File: config.mk
export PLATFORM = sky130hd
export DESIGN_NAME = mod_updown_counter
export DESIGN_NICKNAME = d
export VERILOG_FILES = /design/src/rtl/counter_pkg.sv /design/src/rtl/mod_counter_next.sv /design/src/rtl/mod_updown_counter.sv
export SDC_FILE = /design/constraint.sdc
export NUM_CORES = 1
export LEC_CHECK = 0
export CAP_MARGIN = 5
export CORE_UTILIZATION = 30
export CTS_BUF_LIST = sky130_fd_sc_hd__clkbuf_16
export DETAILED_ROUTE_END_ITERATION = 16
export DONT_BUFFER_PORTS = 1
export SLEW_MARGIN = 20
export SYNTH_ARGS = -nofsm -noshare
export SYNTH_HDL_FRONTEND = slang
export SYNTH_SLANG_ARGS = --single-unit
File: constraint.sdc
create_clock -name clk -period 1.5 [get_ports clk]
set_input_delay 0.225 -clock clk [delete_from_list [all_inputs] [get_ports clk]]
set_output_delay 0.225 -clock clk [all_outputs]
set_load 0.01 [all_outputs]
File: src/rtl/counter_pkg.sv
// Shared constants and the load-clamp helper for the modulo-N up/down counter.
package counter_pkg;

  localparam logic DIR_UP    = 1'b1;
  localparam logic DIR_DOWN  = 1'b0;
  localparam logic MODE_WRAP = 1'b0;
  localparam logic MODE_SAT  = 1'b1;

  // 33-bit operands cover WIDTH up to 32 with MODULUS up to 2**32.
  function automatic logic [32:0] clamp_load(input logic [32:0] value, input logic [32:0] modulus);
    logic [32:0] max_val;
    max_val = modulus - 33'd1;
    return (value > max_val) ? max_val : value;
  endfunction

endpackage

File: src/rtl/mod_counter_next.sv
// Combinational step logic: next count and boundary events for one enabled step.
module mod_counter_next
  import counter_pkg::*;
#(
  parameter int          WIDTH   = 4,
  parameter longint      MODULUS = 16
) (
  input  logic [WIDTH-1:0] count,
  input  logic             up_down,
  input  logic             sat_mode,
  output logic [WIDTH-1:0] next_count,
  output logic             ovf_evt,
  output logic             unf_evt
);

  // One extra bit so MODULUS == 2**WIDTH compares without truncation.
  localparam logic [WIDTH:0] MAX_VAL = (WIDTH+1)'(MODULUS - 1);

  logic [WIDTH:0] count_ext;
  assign count_ext = {1'b0, count};

  always_comb begin
    next_count = count;
    ovf_evt    = 1'b0;
    unf_evt    = 1'b0;
    if (up_down == DIR_UP) begin
      if (count_ext == MAX_VAL) begin
        ovf_evt = 1'b1;
        if (sat_mode == MODE_WRAP) next_count = '0;
      end else begin
        next_count = WIDTH'(count_ext + (WIDTH+1)'(1));
      end
    end else begin
      if (count_ext == '0) begin
        unf_evt = 1'b1;
        if (sat_mode == MODE_WRAP) next_count = WIDTH'(MAX_VAL);
      end else begin
        next_count = WIDTH'(count_ext - (WIDTH+1)'(1));
      end
    end
  end

endmodule

File: src/rtl/mod_updown_counter.sv
// Modulo-N up/down counter with load/clear, wrap/saturate, tc pulse and sticky flags.
// Optional registered even-parity output when COUNTER_PARITY_EN is defined.
module mod_updown_counter
  import counter_pkg::*;
#(
  parameter int     WIDTH   = 4,
  parameter longint MODULUS = 16
) (
  input  logic             clk,
  input  logic             reset,
  input  logic             clear,
  input  logic             load,
  input  logic [WIDTH-1:0] load_value,
  input  logic             enable,
  input  logic             up_down,
  input  logic             sat_mode,
  input  logic             clear_flags,
  output logic [WIDTH-1:0] count,
  output logic             tc,
  output logic             overflow,
  output logic             underflow,
  output logic             parity
);

  logic [WIDTH-1:0] step_count;
  logic             ovf_evt;
  logic             unf_evt;

  logic [WIDTH-1:0] count_d;
  logic             tc_d;
  logic             overflow_d;
  logic             underflow_d;

  mod_counter_next #(
    .WIDTH   (WIDTH),
    .MODULUS (MODULUS)
  ) u_next (
    .count      (count),
    .up_down    (up_down),
    .sat_mode   (sat_mode),
    .next_count (step_count),
    .ovf_evt    (ovf_evt),
    .unf_evt    (unf_evt)
  );

  // clear > load > enable; a new event outranks clear_flags on the sticky flags.
  always_comb begin
    count_d     = count;
    tc_d        = 1'b0;
    overflow_d  = overflow & ~clear_flags;
    underflow_d = underflow & ~clear_flags;
    if (clear) begin
      count_d     = '0;
      overflow_d  = 1'b0;
      underflow_d = 1'b0;
    end else if (load) begin
      count_d = WIDTH'(clamp_load({{(33-WIDTH){1'b0}}, load_value}, 33'(MODULUS)));
    end else if (enable) begin
      count_d = step_count;
      tc_d    = ovf_evt | unf_evt;
      if (ovf_evt) overflow_d  = 1'b1;
      if (unf_evt) underflow_d = 1'b1;
    end
  end

  always_ff @(posedge clk or posedge reset) begin
    if (reset) begin
      count     <= '0;
      tc        <= 1'b0;
      overflow  <= 1'b0;
      underflow <= 1'b0;
    end else begin
      count     <= count_d;
      tc        <= tc_d;
      overflow  <= overflow_d;
      underflow <= underflow_d;
    end
  end

`ifdef COUNTER_PARITY_EN
  logic parity_q;

  always_ff @(posedge clk or posedge reset) begin
    if (reset) parity_q <= 1'b0;
    else       parity_q <= ^count_d;
  end

  assign parity = parity_q;
`else
  assign parity = 1'b0;
`endif

endmodule
==> run metrics, run 1 <==
Cell Rows 15; area of the multi-input gates about 360 µm²; critical path type reg2reg; Ant. Diodes 0; synthesized area 554 µm²; largest net degree at the start of global routing 13; RSZ-0062 raised after global routing true; CP startpoint count[1]; final layout net count 94; r2r setup slk -0.03 ns; commonest non-fill, non-tap cells in the layout 14 x buf_4, 7 x nor2_1, 7 x inv_1, 6 x dfrtp_1, 4 x a21oi_1; Yosys cell types 32; grt ovf 0; hold path start clear; drt pass-1 iters 4; clk_skew roughly 0.0013 ns; Max-Cap Viols 0; crit start category flip-flop; clk root buf clkbuf_16; worst-skew pair later-pin latency roughly 0.23 ns; failing checks setup timing; layout cells sized above 1 38.0%; # IOs 20; DR DRC count 0; syn_area_per_cell between 8 and 9 µm²; WL/cell roughly 14 µm; Die Ht between 40 and 50 µm; initial drt markers 12; ANT nets after route 0; final setup fails 4; Worst Setup EP count[2]; cts bufs inserted 3; post-synthesis sequential area ratio about a third; total area of sequential cells between 150 and 200 µm²; post-synth top area share 31.6%; Post-Route WL 1.44 mm; Reg2Reg Depth 6; outcome complete, but fails checks; type of the most critical hold path in2reg; ranking of synthesized cells by area dfrtp_1 32%, inv_1 5.4%, nor2_1 4.7%, ha_1 4.5%, nor4b_4 4.3%; number of global-route vias before repair 460; Worst R2R End count[2]; Slew Limit Fails 0; post-route setup slack -0.0334 ns; fin crit share 102%; initial core utilization 32.1%; die area around 2000 µm²; clk buf depth 2; Gate Count Post-Synth 63; final hold violations 0; DR vias/cell slightly below 5; DR vias 511; Reg clk slew, reported paths ~0.04 ns; Area growth, synth to finish 43.3%; TritonCTS clock tree done; maximum vdd drop roughly 0.71 mV; core area 1730 µm²; CP arrival 1.65 ns; sinks on the clock net 7; Final min period 1.53 ns; top cell type by total area after synthesis dfrtp_1; first-pass GRT wire length a little over 2 mm; Syn Nets 77; Synth Register Bits 7; Critical Path End Type flip-flop; Total GRT Usage about 14%; Pleak ~0.35 nW; RD Place Congestion approximately 0.83; fillers around 170; HPWL Detailed about 1 mm; pre-CTS setup slack -0.0650 ns; FF-to-FF Start count[1]; crit-path max FO 4; Tot Pwr 869 µW; Buffers on Ports 0; H-Tree Depth 1; Max Fclk about 0.65 GHz; Die X approximately 45 µm; most common cell after layout, fill and taps aside buf_4; Worst Path Required 1.61 ns; Ys Warns 0; PwrDens ~1100 nW/µm²; initial antenna violation count 0
[synthesized netlist by cell type, drive strengths merged]
library cell and count:
inv 8, dfrtp 7, nor2 7, a21oi 4
o21ai 4, nand2b 3, buf 2, ha 2
mux2i 2, nand2 2, nor2b 2, nor3 2
o41ai 2, a211oi 1, a21boi 1, a311oi 1
a31oi 1, and4 1, clkbuf 1, conb 1
mux2 1, nand4 1, nor4 1, nor4b 1
o211ai 1, o21a 1, o31a 1, o31ai 1
xor2 1
[state kept, by name (all words and copies together) (netlist names)]
register / flops
overflow: 1
underflow: 1
count: 4
tc: 1
[stage by stage]
stage	utilization [%]	std cells	area [µm²]	hold slack, ns	TNS, ns
after floorplan	-	63	568	0.0283	-0.0699
after global placement	38.6	96	667	0.0666	-0.0327
after detailed placement	38.6	96	667	0.0675	-0.156
after CTS	45.2	103	781	0.0567	-0.158
after global routing	46.0	104	795	0.0542	-0.497
final	46.0	104	795	0.0574	-0.122
[metal layers]
metal  track usage (%)  part of all wire [%]  up-vias
met4              5.45                     0        0
met1              19.0                    44      248
met5                 0                     0        -
met3              1.60                   4.9        0
met2              23.5                    51       12
li1                  -                     -      251
[worst max-delay path, cell delays in order (launching register included)]
cell     delay (ns)
dfrtp_1        0.41
inv_2          0.10
ha_4           0.14
nor4b_4        0.31
o21a_2         0.18
nor3_1         0.05
o31a_1         0.24
[where the power goes]
group | total [mW] | internal (mW) | switching, mW | leakage, nW
Sequential | 0.224 | 0.203 | 0.0213 | 0.0918
Clock | 0.452 | 0.347 | 0.105 | 0.0423
Combinational | 0.192 | 0.107 | 0.0855 | 0.220
Total | 0.869 | 0.657 | 0.212 | 0.354
[cells by family (layout without fill, tap and decap cells)]
group	after synthesis	in the layout	share of synthesized area [%]
simple gates	20	20	22.1
compound gates	18	18	25.7
buf+inv	11	27	8.13
flops	7	7	31.6
mux	3	3	5.64
fa+ha+maj	2	2	4.51
other cells	1	1	0.677
xor+xnor	1	1	1.58
[worst min path at each step]
stage / end / slack [ns] / cells past startpoint
after floorplan: count[1] / 0.03 / 1
after global placement: tc / 0.07 / 1
after detailed placement: tc / 0.07 / 1
after CTS: overflow / 0.06 / 1
after global routing: tc / 0.05 / 1
final: overflow / 0.06 / 1
[final cells by class]
| cell class | instances | share of cell area [%] |
|---|---|---|
| Multi-Input combinational cell | 45 | 45.7 |
| Inverter | 8 | 3.78 |
| Tap cell | 25 | 3.94 |
| Timing Repair Buffer | 15 | 14.5 |
| Clock inverter | 1 | 0.472 |
| Clock buffer | 3 | 9.45 |
| Sequential cell | 7 | 22.2 |
[what timing repair did]
item,CTS,global route
hold buffers,1,0
hold endpoints to repair,7,0
resized for setup,2,1
pin swaps,0,2
setup buffers,2,1
setup endpoints to repair,4,5
Power figures use the tool's default switching activity.
==> run 2, diff against run 1 <==
Settings changed: CORE_AREA set to 2 2 39 41, CORE_UTILIZATION 30 to unset, DIE_AREA set to 0 0 41 43.
==> run 2 against run 1 <==
The flow still finishes with violations (setup timing). Hold slack worse by 0.0011 ns. Clock skew about the same. Non-clock buffer count down 2. Final cell count down 11%.
==> run metrics, run 2 (synthesized netlist as in run 1, its figures left out) <==
outcome complete, but fails checks; failing checks setup timing; critical path type reg2reg; Ant. Diodes 0 (unchanged); ANT nets after route 0 (unchanged); initial drt markers 9 (-3); cts bufs inserted 3 (unchanged); DR DRC count 0 (unchanged); core area 1380 µm² (-20%); RD Place Congestion 0.781 (-6.1%); WL/cell 13.9 µm (+0.61%); Max Fclk 0.648 GHz (-0.58%); maximum vdd drop 0.985 mV (+39%); Reg clk slew, reported paths 0.04 ns (about the same); fillers 130 (-24%); Slew Limit Fails 0 (unchanged); drt pass-1 iters 4 (unchanged); post-cts sizing count 0 (-2); max reg flops 4 (unchanged); Post-CTS Setup Bufs 0 (-2); Die Ht 43 µm (-4.4%); die area 1760 µm² (-13%); Final min period 1.54 ns (+0.00887 ns); number of global-route vias before repair 473 (+2.8%); Final Util 54.3% (+8.3 points); HPWL Detailed 1.02 mm (+2.2%); Die X 41 µm (-8.9%); Cell Rows 14 (-1); fin crit share 103% (+0.59 points); TritonCTS clock tree done; worst-skew pair later-pin latency 0.23 ns (about the same); PwrDens 1130 nW/µm² (+3.5%); clk_skew 0.00113 ns (-0.000169 ns); Total GRT Usage 17.8% (+3.6 points); sinks on the clock net 7 (unchanged); type of the most critical hold path in2reg; Post-Route WL 1.29 mm (-10%); DR vias/cell 5.26 (+7.0%); crit start category flip-flop; Worst Path Required 1.61 ns (about the same); initial antenna violation count 0 (unchanged); commonest non-fill, non-tap cells in the layout 12 x buf_4, 7 x nor2_1, 7 x inv_1, 6 x dfrtp_1, 4 x a21oi_1; layout cells sized above 1 33.8% (-4.2 points); H-Tree Depth 1 (unchanged); clk root buf clkbuf_16; CP arrival 1.65 ns (about the same); first-pass GRT wire length 2.03 mm (unchanged); # IOs 20 (unchanged); clk buf depth 2 (unchanged); Tot Pwr 851 µW (-2.0%); Pleak 0.345 nW (-2.4%); Buffers on Ports 0 (unchanged); initial core utilization 40.1% (+8.0 points); crit-path max FO 4 (unchanged); DR vias 489 (-4.3%); largest net degree at the start of global routing 13 (unchanged); grt ovf 0 (unchanged); Max-Cap Viols 0 (unchanged); final setup fails 3 (-1); final hold violations 0 (unchanged); final layout net count 92 (-2.1%); Area growth, synth to finish 35.7%; TNS Setup -0.0885 ns (+0.0334 ns); most common cell after layout, fill and taps aside buf_4; post-route setup slack -0.0423 ns (-0.00887 ns); Critical Path End Type flip-flop; RSZ-0062 raised after global routing true; Biggest register count
run 2: worst paths after layout:
check / from / end / slack (ns) / cells after the start
min in group asynchronous: reset / tc / 0.37 / 2
worst max-delay path: count[0] / count[2] / -0.04 / 5
worst max register to register: count[0] / count[2] / -0.04 / 5
max in group asynchronous: reset / count[0] / 0.89 / 2
worst min-delay path: clear / overflow / 0.06 / 1
worst min register to register: overflow / overflow / 0.69 / 3
run 2: area by class of cell:
class / count / area, µm² / area share [%]
multi-input cells: 45 / 347 / 46.1
clock buffers: 3 / 75.1 / 9.98
well taps: 16 / 20.0 / 2.66
flip-flops and latches: 7 / 176 / 23.5
repair buffers: 13 / 100 / 13.3
inverters: 8 / 30.0 / 3.99
clock inverters: 1 / 3.75 / 0.499
run 2: repair_timing:
action                                 in CTS  in global routing
setup endpoints to repair                   4                  5
endpoints found under the hold margin       7                  0
hold buffers                                1                  0
run 2: critical path: stages, from the launching register on:
cell     delay [ns]
dfrtp_2        0.42
ha_1           0.22
and4_4         0.19
o21ai_2        0.19
a31oi_1        0.12
o31a_1         0.28
run 2: metrics by stage:
stage	setup slack (ns)	instances	hold WS (ns)	cell area [µm²]
after global placement	-0.0230	88	0.0672	663
after global routing	-0.0926	93	0.0499	752
final	-0.0423	93	0.0563	752
after detailed placement	-0.0367	88	0.0703	663
after CTS	-0.0542	93	0.0513	752
after floorplan	-0.0320	63	0.0283	568
run 2: where the power goes:
part / switching [mW] / total [mW] / leakage [nW] / internal, mW
clock network: 0.102 / 0.449 / 0.0423 / 0.347
logic: 0.0807 / 0.178 / 0.211 / 0.0972
registers: 0.0212 / 0.224 / 0.0918 / 0.203
run 2: per-layer routing:
| metal | routed length, µm | global-route usage, % |
|---|---|---|
| met5 | 0 | 0 |
| met4 | 37 | 12.0 |
| met1 | 593 | 24.1 |
| met2 | 600 | 24.4 |
| met3 | 60 | 3.66 |
